$ cat src/rtl/sdram_upload_reader.sv
`default_nettype none
// ============================================================================
// sdram_upload_reader : returns upload bytes from SDRAM (index 0/1) or CMOS
// (index 8'hFF) to data_io.  Option UPLOAD_PREFETCH_EN: sequential prefetch.
// Rev 1.0
// ============================================================================
module sdram_upload_reader #(
  parameter int            AW         = 25,
  parameter logic [AW-1:0] ROM_BASE   = 25'h080000,
  parameter logic [AW-1:0] SWRAM_BASE = 25'h040000
) (
  input  logic          clk_48m,
  input  logic          reset,
  input  logic          mem_sync,
  input  logic          ioctl_upload,
  input  logic [7:0]    ioctl_index,
  input  logic          ioctl_rd,
  input  logic [24:0]   ioctl_addr,
  output logic [7:0]    ioctl_din,
  input  logic [7:0]    cmos_din,
  output logic          mem_req,
  output logic [AW-1:0] mem_adr,
  input  logic [7:0]    mem_data,
  output logic          busy,
  output logic          rd_miss
);

  typedef enum logic [1:0] {
    IDLE      = 2'd0,
    WAIT_SLOT = 2'd1,
    WAIT_DATA = 2'd2
  } state_t;

  state_t        state;
  logic          rd_req, fetch_idx, next_req;
  logic          upload_d, abort, pend_valid;
  logic [AW-1:0] base, req_adr, next_adr, pend_adr;

`ifdef UPLOAD_PREFETCH_EN
  logic          pf_run, pf_valid;
  logic [AW-1:0] pf_tag;
  logic [7:0]    pf_data;
`endif

  always_comb begin
    fetch_idx = (ioctl_index == 8'h00) || (ioctl_index == 8'h01);
    base      = (ioctl_index == 8'h01) ? SWRAM_BASE : ROM_BASE;
    req_adr   = base + AW'(ioctl_addr);
    rd_req    = ioctl_rd & ioctl_upload;
    // A read landing on the completing slot is the newest request and wins.
    next_req  = (rd_req & fetch_idx) | pend_valid;
    next_adr  = (rd_req & fetch_idx) ? req_adr : pend_adr;
  end

  always_ff @(posedge clk_48m) begin
    if (reset) begin
      state      <= IDLE;
      ioctl_din  <= 8'hFF;
      mem_req    <= 1'b0;
      mem_adr    <= '0;
      busy       <= 1'b0;
      rd_miss    <= 1'b0;
      upload_d   <= 1'b0;
      abort      <= 1'b0;
      pend_valid <= 1'b0;
      pend_adr   <= '0;
`ifdef UPLOAD_PREFETCH_EN
      pf_run     <= 1'b0;
      pf_valid   <= 1'b0;
      pf_tag     <= '0;
      pf_data    <= 8'hFF;
`endif
    end else begin
      upload_d <= ioctl_upload;
      if (ioctl_upload && !upload_d) rd_miss <= 1'b0;

      if (busy && rd_req) begin
`ifdef UPLOAD_PREFETCH_EN
        if (!pf_run) rd_miss <= 1'b1;
`else
        rd_miss <= 1'b1;
`endif
        if (fetch_idx) begin
          pend_valid <= 1'b1;
          pend_adr   <= req_adr;
        end
      end

      if (!ioctl_upload) begin
        pend_valid <= 1'b0;
`ifdef UPLOAD_PREFETCH_EN
        pf_valid   <= 1'b0;
`endif
      end

      case (state)
        IDLE: begin
          if (rd_req) begin
            if (ioctl_index == 8'hFF) begin
              ioctl_din <= cmos_din;
            end else if (fetch_idx) begin
              state   <= WAIT_SLOT;
              mem_req <= 1'b1;
              busy    <= 1'b1;
              abort   <= 1'b0;
`ifdef UPLOAD_PREFETCH_EN
              pf_valid <= 1'b0;
              if (pf_valid && (req_adr == pf_tag)) begin
                ioctl_din <= pf_data;
                mem_adr   <= pf_tag + AW'(1);
                pf_run    <= 1'b1;
              end else begin
                mem_adr   <= req_adr;
                pf_run    <= 1'b0;
              end
`else
              mem_adr <= req_adr;
`endif
            end else begin
              ioctl_din <= 8'hFF;
            end
          end
        end

        WAIT_SLOT: begin
          // The slot is not claimed yet, so an ended upload can drop out at once.
          if (!ioctl_upload) begin
            state   <= IDLE;
            mem_req <= 1'b0;
            busy    <= 1'b0;
          end else if (mem_sync) begin
            state <= WAIT_DATA;
          end
        end

        WAIT_DATA: begin
          if (!ioctl_upload) abort <= 1'b1;
          if (mem_sync) begin
            if (abort || !ioctl_upload) begin
              state      <= IDLE;
              mem_req    <= 1'b0;
              busy       <= 1'b0;
              pend_valid <= 1'b0;
            end else if (next_req) begin
              state      <= WAIT_SLOT;
              pend_valid <= 1'b0;
              mem_adr    <= next_adr;
`ifdef UPLOAD_PREFETCH_EN
              if (pf_run && (next_adr == mem_adr)) begin
                ioctl_din <= mem_data;
                mem_adr   <= mem_adr + AW'(1);
              end else begin
                pf_run    <= 1'b0;
              end
`endif
            end else begin
`ifdef UPLOAD_PREFETCH_EN
              if (pf_run) begin
                pf_data  <= mem_data;
                pf_tag   <= mem_adr;
                pf_valid <= 1'b1;
                state    <= IDLE;
                mem_req  <= 1'b0;
                busy     <= 1'b0;
              end else begin
                ioctl_din <= mem_data;
                mem_adr   <= mem_adr + AW'(1);
                pf_run    <= 1'b1;
                state     <= WAIT_SLOT;
              end
`else
              ioctl_din <= mem_data;
              state     <= IDLE;
              mem_req   <= 1'b0;
              busy      <= 1'b0;
`endif
            end
          end
        end

        default: state <= IDLE;
      endcase
    end
  end

endmodule
`default_nettype wire

$ cat config.mk
export PLATFORM = sky130hd
export DESIGN_NAME = sdram_upload_reader
export DESIGN_NICKNAME = d
export VERILOG_FILES = /design/src/rtl/sdram_upload_reader.sv
export SDC_FILE = /design/constraint.sdc
export NUM_CORES = 1
export LEC_CHECK = 0
export CAP_MARGIN = 20
export CORE_AREA = 2 2 107 83
export CTS_CLUSTER_DIAMETER = 100
export DETAILED_ROUTE_END_ITERATION = 7
export DIE_AREA = 0 0 109 85
export SLEW_MARGIN = 20
export SYNTH_ARGS = -nofsm -noshare
export SYNTH_HDL_FRONTEND = slang
export SYNTH_SLANG_ARGS = --single-unit
$ cat constraint.sdc
create_clock -name clk_48m -period 7.84 [get_ports clk_48m]
set_input_delay 1.568 -clock clk_48m [delete_from_list [all_inputs] [get_ports clk_48m]]
set_output_delay 1.568 -clock clk_48m [all_outputs]
set_load 0.01 [all_outputs]
======== Yosys cells after proc, flatten, opt, wreduce, memory -nomap -nowiden ========
Cells that the tools add are included.
word-level totals
  flip-flop bits (word level) ............. 65
  word-level logic and storage cells ...... 93
  bits in latches ......................... 0
  output and inout bits ................... 36
  memory bits (read-only) ................. 0
  memory bits (writable) .................. 0
  memories ................................ 0
  input bits .............................. 54
operators by class
  reduce and logical (&&, ||, !) cells .... 17
  add/subtract/negate cells ............... 1
  div/mod/pow operators ................... 0
  equality and inequality tests ........... 16
  bitwise logic cells ..................... 3
  shift operators ......................... 0
  multiplexer cells ....................... 47
  order comparisons ....................... 0
  multiply operators ...................... 0
operator list
  operator                                       count
  2-to-1 mux 25 bit                              7
  case mux 25 bit (2 select lines)               1
  2-to-1 mux 8 bit                               6
  adder 20 x 25 -> 25 bit                        1
  2-to-1 mux 1 bit                               22
  2-to-1 mux 20 bit                              1
  != test 2 bit, second input constant           9
  case mux 8 bit (2 select lines)                1
  AND reduction 7 bit                            2
  2-to-1 mux 2 bit                               6
  AND reduction 5 bit                            2
  != test 3 bit, second input constant           3
  == test 8 x 1 -> 1 bit, second input constant  1
  == test 8 bit, second input constant           1
  logical NOT 8 bit                              1
  case mux 2 bit (3 select lines)                1
  AND reduction 6 bit                            1
  nonzero test 2 bit                             2
  case mux 1 bit (3 select lines)                1
  nonzero test 3 bit                             1
  AND 1 bit                                      2
  == test 2 x 1 -> 1 bit, second input constant  1
  == test 2 bit, second input constant           1
  logical AND 1 bit                              2
  other kinds (6)                                8

======== Depth between registers and ports, before layout ========
Gate-level depths: netlist (run 1).
  word-level depth ........................ 9
  mapped depth ............................ 12
  mapped depth without buffers ............ 12

======== Least setup slack after synthesis (run 1) ========
OpenSTA, ideal clock, no wires.
  path type ............................... in2reg
  start ................................... input ioctl_index[5]
  end ..................................... register mem_adr[24]
  arrival time ............................ 3701 ps
  setup time .............................. 70 ps
  setup slack ............................. 4068 ps
  buffers on the path ..................... 0
  data required time ...................... 7770 ps
  stages .................................. 12
  cell sequence ........................... nor4_4 and2_4 nand2_1 inv_1 ha_1 inv_1 fa_1 nand3b_1 nor2_1 xnor2_1 a211o_1 a21oi_1
on the way
  cells in the longest elaborated chain, start to end .. 8
  elaborated cells on any way between the ends .. 20
  classes of those cells .................. add/sub: 1; eq/ne: 5; mux: 9; bitwise: 2; reduce/logical: 3
RTL lines
  item                                                                line        RTL
  start: declaration                                                  16          input logic [7:0] ioctl_index,
  == test 8 x 1 -> 1 bit / logical NOT 8 bit (equally long branches)  46, 47
  2-to-1 mux 20 bit / logical OR 1 bit (equally long branches)        47, 46
  adder 20 x 25 -> 25 bit / AND 1 bit (equally long branches)         48, 51, 52
  2-to-1 mux 25 bit                                                   52          next_adr = (rd_req & fetch_idx) ? req_adr : pend_adr;
  2-to-1 mux 25 bit                                                   144         end else if (next_req) begin
  2-to-1 mux 25 bit                                                   139         if (abort || !ioctl_upload) begin
  2-to-1 mux 25 bit                                                   138         if (mem_sync) begin
  case mux 25 bit (2 select lines)                                    96          case (state)
  end signal: assignment                                              117         mem_adr <= req_adr;
  end signal: assignment                                              147         mem_adr <= next_adr;
  end: declaration                                                    22          output logic [AW-1:0] mem_adr,
Parallel ways exist; a longest one is shown, timed or not. The select of a mux whose other input is x is not followed.
A chain may end at the register's enable or synchronous reset.

======== Final worst setup path (run 1) ========
Same ends and word-level chain as after synthesis.

==> results of run 1 <==
## power breakdown
group / total [W] / leakage (nW) / switching [W] / internal, W
Combinational: 0.0000967 / 0.966 / 0.0000432 / 0.0000535
Sequential: 0.000344 / 0.525 / 0.00000563 / 0.000339
Clock: 0.000315 / 0.113 / 0.000128 / 0.000187
## stage by stage
| stage | std cells | total power, W | worst slack, ns |
|---|---|---|---|
| floorplan | 340 | 0.000394 | 4.07 |
| global placement | 514 | 0.000447 | 3.45 |
| detailed placement | 515 | 0.000448 | 3.36 |
| CTS | 531 | 0.000763 | 3.72 |
| global route | 533 | 0.000788 | 3.52 |
| finish | 533 | 0.000757 | 3.72 |
## critical path: stages
cell and delay (ns):
clkdlybuf4s50_1 0.47, nor4_4 0.44, and2_4 0.25, nand2_1 0.08, inv_1 0.10, ha_1 0.17, inv_1 0.05, fa_1 0.40
nand3b_1 0.21, nor2_1 0.15, xnor2_1 0.10, a211o_1 0.29, a21oi_1 0.13
## Yosys cell counts, types with 2 or more instances
library cell  instances
a211oi_1              3
inv_1                 9
nand2b_1              2
or3_1                 2
clkbuf_1              8
buf_6                 4
a21oi_1              48
o21ai_0              24
mux2i_1              20
ha_1                  6
nand2_1              59
nand4_1               3
buf_4                 4
o22ai_1               8
a31oi_1               2
a311oi_1              3
o211ai_1             13
xor2_1                2
nand3_1               6
nor2_1               18
buf_2                 5
dfxtp_1              65
## worst max-delay path by stage
stage,end,slack (ns),cells after the start
2_1_floorplan,mem_adr[24],4.07,12
3_3_place_gp,mem_adr[1],3.45,6
3_5_place_dp,mem_adr[24],3.36,13
4_1_cts,mem_adr[24],3.72,13
5_1_grt,mem_adr[24],3.52,13
6_report,mem_adr[24],3.72,13
## per-layer routing
metal	global-route usage	up-vias	share of wire
met5	0	-	0
met4	0.0455	0	0.010
met3	0.0438	8	0.043
met2	0.263	61	0.45
met1	0.228	1229	0.50
li1	-	1365	-
## final cells by class
cell class                      instances  share of cell area
Timing Repair Buffer                   93               0.228
Multi-Input combinational cell        241               0.357
Sequential cell                        65               0.318
Clock buffer                           11              0.0346
Tap cell                              108              0.0331
Clock inverter                          5              0.0193
Inverter                               10             0.00919
## placed cells by master, fill, tap and decap left out, types with 9 or more instances in the layout
| cell type | synthesis | layout |
|---|---|---|
| o211ai_1 | 13 | 13 |
| clkdlybuf4s50_1 | 0 | 89 |
| clkbuf_8 | 0 | 10 |
| mux2i_1 | 20 | 20 |
| nand2_1 | 59 | 59 |
| nor2_1 | 18 | 18 |
| inv_1 | 9 | 9 |
| o21ai_0 | 24 | 24 |
| dfxtp_1 | 65 | 65 |
| a21oi_1 | 48 | 48 |
## logic make-up (layout without fill, tap and decap cells)
logic type / Yosys count / after routing / synth area share
compound gates: 111 / 111 / 0.232
xor+xnor: 3 / 3 / 0.00892
fa+ha+maj: 7 / 7 / 0.0323
buf+inv: 34 / 119 / 0.0624
flops: 65 / 65 / 0.442
mux: 21 / 21 / 0.0718
simple gates: 99 / 99 / 0.151
## flip-flops by register name, indices dropped and copies added (netlist names)
register and count:
pend_adr 25, state 2, pend_valid 1, upload_d 1, rd_miss 1, busy 1
ioctl_din 8, abort 1, mem_adr 25
==> results.py, run 1 <==
metrics = {
    "detailed_routing": {
        "drt_iter0_drc": 132,
        "antenna_left": 0,
        "route.vias.total": 2663,
        "vias_per_cell": 5.00,
        "drc": 0,
        "wl_mm": 7.67,
        "avgRoutedWirePerCell_um": 14.4,
        "dr.pass1.iters": 4,
    },
    "setup_path": {
        "r2r_slack_ns": 4.82,
        "cp_data_arrival_time_ns": 4.40,
        "endpoint_kind": "flip-flop",
        "r2r_cells": 7,
        "reg2reg_to": "mem_adr[21]",
        "cp-start-kind": "input port",
        "setup.worst_path.start": "ioctl_index[5]",
        "critPathMaxFanout": 6,
        "crit_type": "in -> reg",
        "rr_startpoint": "state[0]",
        "crit_required_ns": 8.12,
    },
    "synthesis": {
        "yosys_warnings": 0,
        "synth_top_area_cell": "dfxtp_1",
        "synth.distinct_cells": 48,
        "synth_flop_cell": "dfxtp_1",
        "ys_ff_latch": 65,
        "synth.cell_area_um2": 2950,
        "synth_area_leaders": "dfxtp_1 44%, a21oi_1 8.2%, nand2_1 7.5%, mux2i_1 6.8%, o21ai_0 4.1%",
        "avgSynthCellArea_um2": 8.66,
        "synth_top_area_share": 0.442,
        "synth_edf_count": 0,
        "ys_seq_area_frac": 0.442,
        "async_flop_share": 0,
        "syn-num-nets": 401,
        "syn_inst": 340,
    },
    "sta": {
        "hold_slack_ns": 0.455,
        "fin_crit_ns": 4.12,
        "slew_headroom": 0.383,
        "final.setup.tns_ns": 0,
        "fin_worst_skew_ns": 0.00793,
        "fin_crit_sh": 0.526,
        "hold_viol_final": 0,
        "setup_viol": 0,
        "drv_slew": 0,
        "rsz0062_at_grt": "no",
        "worst_pin_slew_ns": 0.925,
        "max_freq_mhz": 243,
    },
    "clocking": {
        "clockRootBuffer": "clkbuf_8",
        "postCtsSetupBuffers": 0,
        "cts_max_path_buffers": 2,
        "clock-sinks": 65,
        "cts_tree": "built",
        "postCtsResizedCells": 0,
        "cts-buffers-inserted": 9,
        "hold_buffers": 0,
        "cts.htree.levels": 3,
        "insertion_delay_ns": 0.34,
        "clk_pin_slew_worst_paths_ns": 0.07,
    },
    "floorplanning": {
        "start_util": 0.358,
        "core_area_um2": 8240,
        "io_pins": 90,
        "die_w_um": 109,
        "die_area_um2": 9270,
        "die_h_um": 85,
        "rows": 29,
    },
    "grt": {
        "grt_pass1_vias": 2511,
        "track_usage": 0.167,
        "grt_max_degree": 44,
        "antenna_found_initial": 0,
        "grt_overflow_total": 0,
        "grt_pass1_wl_mm": 12.1,
    },
    "finish": {
        "drive_gt1_frac": 0.0682,
        "finish.utilization": 0.496,
        "fillers": 795,
        "diodes": 0,
        "nets": 481,
        "finalInstanceArea_um2": 4090,
        "syn2layout_area_growth_pct": 38.7,
        "seqCellArea_um2": 1300,
        "multi_input_area_um2": 1460,
    },
    "placement": {
        "gp_congestion": 0.787,
        "portBuffers": 89,
        "post_dp_cell_area_um2": 3850,
        "dpl.hpwl_mm": 5.18,
    },
    "worst_hold_path": {
        "hp-start": "pend_adr[11]",
        "hold_path_end": "pend_adr[11]",
        "hold_depth": 2,
        "hold_class": "reg -> reg",
    },
    "power_and_ir_drop": {
        "power.static_leakage_nw": 1.60,
        "p_per_area_nw_per_um2": 185,
        "ir_drop_mv": 0.0805,
    },
    "outcome": {
        "outcome": "finished clean",
    },
    "job": {
        "maxCapViolCount": 0,
    },
}
Power figures use the tool's default switching activity.
==> inputs of run 2 (changes only) <==
Settings changed: PLACE_DENSITY from default to 0.67.
Clock period 7.84 ns to 3.6 ns, I/O delays scaled along.
==> results.py, run 2 (same netlist as run 1, synthesis figures left out) <==
metrics = {
    "outcome": {
        "outcome": "finished clean",
    },
    "finish": {
        "syn2layout_area_growth_pct": 39.1,
        "reg.largest.list": "mem_adr x25, pend_adr x25, ioctl_din x8",
        "mostFrequentLayoutCells": "89 x clkdlybuf4s50_1, 65 x dfxtp_1, 59 x nand2_1, 48 x a21oi_1, 24 x o21ai_0",
        "drive_gt1_frac": 0.0749,
        "diodes": 0,
        "nets": 483,
        "final_common_cell": "clkdlybuf4s50_1",
        "fillers": 772,
    },
    "job": {
        "maxCapViolCount": 0,
    },
    "detailed_routing": {
        "route.vias.total": 2672,
        "antenna_left": 0,
        "drt_iter0_drc": 98,
        "wl_mm": 7.53,
        "avgRoutedWirePerCell_um": 14.1,
        "dr.pass1.iters": 4,
        "vias_per_cell": 4.99,
        "drc": 0,
    },
    "worst_hold_path": {
        "hold_path_end": "mem_adr[22]",
        "hp-start": "mem_adr[22]",
        "hold_class": "reg -> reg",
        "hold_depth": 2,
    },
    "power_and_ir_drop": {
        "design_power_total_w": 0.00166,
        "power.static_leakage_nw": 1.61,
        "p_per_area_nw_per_um2": 406,
        "ir_drop_mv": 0.155,
    },
    "floorplanning": {
        "core_area_um2": 8240,
        "die_w_um": 109,
        "rows": 29,
        "die_h_um": 85,
        "start_util": 0.358,
        "die_area_um2": 9270,
        "io_pins": 90,
    },
    "sta": {
        "hold_viol_final": 0,
        "drv_slew": 0,
        "setup_viol": 0,
        "fin_crit_ns": 3.17,
        "max_freq_mhz": 315,
        "final.setup.tns_ns": 0,
        "worst_pin_slew_ns": 0.763,
        "fin_worst_skew_ns": 0.00797,
        "rsz0062_at_grt": "no",
        "slew_headroom": 0.488,
        "fin_crit_sh": 0.881,
    },
    "setup_path": {
        "path_cells": "clkdlybuf4s50_1, nor3_2, and2_4, nand2_1, inv_1, ha_1, inv_1, fa_1, nand3b_1, nor2_1, xnor2_1, a211o_1, a21oi_1",
        "critPathMaxFanout": 6,
        "max_stage_delay_ns": 0.43,
        "r2r_cells": 8,
        "crit_family": "simple AND/OR/NAND/NOR gates",
        "crit_buf_inv": 3,
        "cp-start-kind": "input port",
        "r2r_slack_ns": 1.24,
        "reg2reg_to": "mem_adr[24]",
        "slowest_stage": "clkdlybuf4s50_1",
        "crit_required_ns": 3.86,
        "crit_type": "in -> reg",
        "endpoint_kind": "flip-flop",
        "cp_data_arrival_time_ns": 3.43,
        "rr_startpoint": "state[0]",
        "crit_top_cell": "inv_1",
    },
    "placement": {
        "portBuffers": 89,
        "dpl.hpwl_mm": 5.17,
        "gp_congestion": 0.763,
    },
    "grt": {
        "grt_util_met2": 0.270,
        "grt_pass1_vias": 2671,
        "track_usage": 0.173,
        "grtUsageMet1": 0.223,
        "grt_pass1_wl_mm": 12.6,
        "grtUsageMet3": 0.0661,
        "grt_overflow_total": 0,
        "grt_max_degree": 44,
        "antenna_found_initial": 0,
        "grt-busiest-layer": "met2",
    },
    "clocking": {
        "insertion_delay_ns": 0.34,
        "cts_max_path_buffers": 2,
        "clockRootBuffer": "clkbuf_8",
        "cts-buffers-inserted": 9,
        "postCtsSetupBuffers": 0,
        "cts.htree.levels": 3,
        "hold_buffers": 0,
        "clock-sinks": 65,
        "postCtsResizedCells": 0,
        "cts_tree": "built",
        "clk_pin_slew_worst_paths_ns": 0.07,
    },
}
==> run 2: cell types whose count changed in the layout (fill, tap and decap cells not counted), sizes merged <==
cell / change
buf: +3
clkbuf: -2
clkinv: -1
clkinvlp: +1
inv: +1
==> run 2: area by class of cell <==
type | instances | area, um^2 | share of cell area
Clock inverter | 6 | 90.1 | 0.0220
Tap cell | 108 | 135 | 0.0330
Sequential cell | 65 | 1300 | 0.318
Clock buffer | 10 | 138 | 0.0336
Multi-Input combinational cell | 241 | 1460 | 0.356
Inverter | 10 | 37.5 | 0.00916
Timing Repair Buffer | 95 | 936 | 0.228
==> run 2: routing by layer <==
| layer | part of all wire | vias up |
|---|---|---|
| met4 | 0.0066 | 0 |
| met2 | 0.46 | 57 |
| met3 | 0.055 | 4 |
| li1 | - | 1367 |
| met5 | 0 | - |
| met1 | 0.48 | 1244 |
==> run 2: how the worst max path moves through the flow <==
| stage | endpoint | cells past startpoint | start | slack (ns) |
|---|---|---|---|---|
| 6_report | mem_adr[24] | 13 | ioctl_index[2] | 0.43 |
| 4_1_cts | mem_adr[24] | 13 | ioctl_index[2] | 0.43 |
| 3_5_place_dp | mem_adr[24] | 13 | ioctl_index[2] | 0.09 |
| 5_1_grt | mem_adr[24] | 13 | ioctl_index[2] | 0.21 |
| 2_1_floorplan | mem_adr[24] | 12 | ioctl_index[5] | 0.68 |
| 3_3_place_gp | mem_adr[24] | 13 | ioctl_index[2] | 0.17 |
==> run 2: power by group <==
part	switching [W]	internal, W
logic	0.0000923	0.000117
clock network	0.000294	0.000411
registers	0.0000122	0.000738
==> run 2: stage by stage <==
step                      cells   util  hold slack (ns)  setup slack, ns  area [um^2]
final                       535  0.497            0.453            0.427         4100
after global placement      519  0.470            0.440            0.165         3870
after CTS                   535  0.497            0.458            0.433         4100
after floorplan             340      -            0.436            0.676         2950
after detailed placement    519  0.470            0.448           0.0946         3870
after global routing        535  0.497            0.483            0.211         4100
==> run 2: worst min-delay path, stage by stage, from the launching register on <==
cell and delay [ns]:
dfxtp_1 0.31, nand2_1 0.05, a21oi_1 0.05
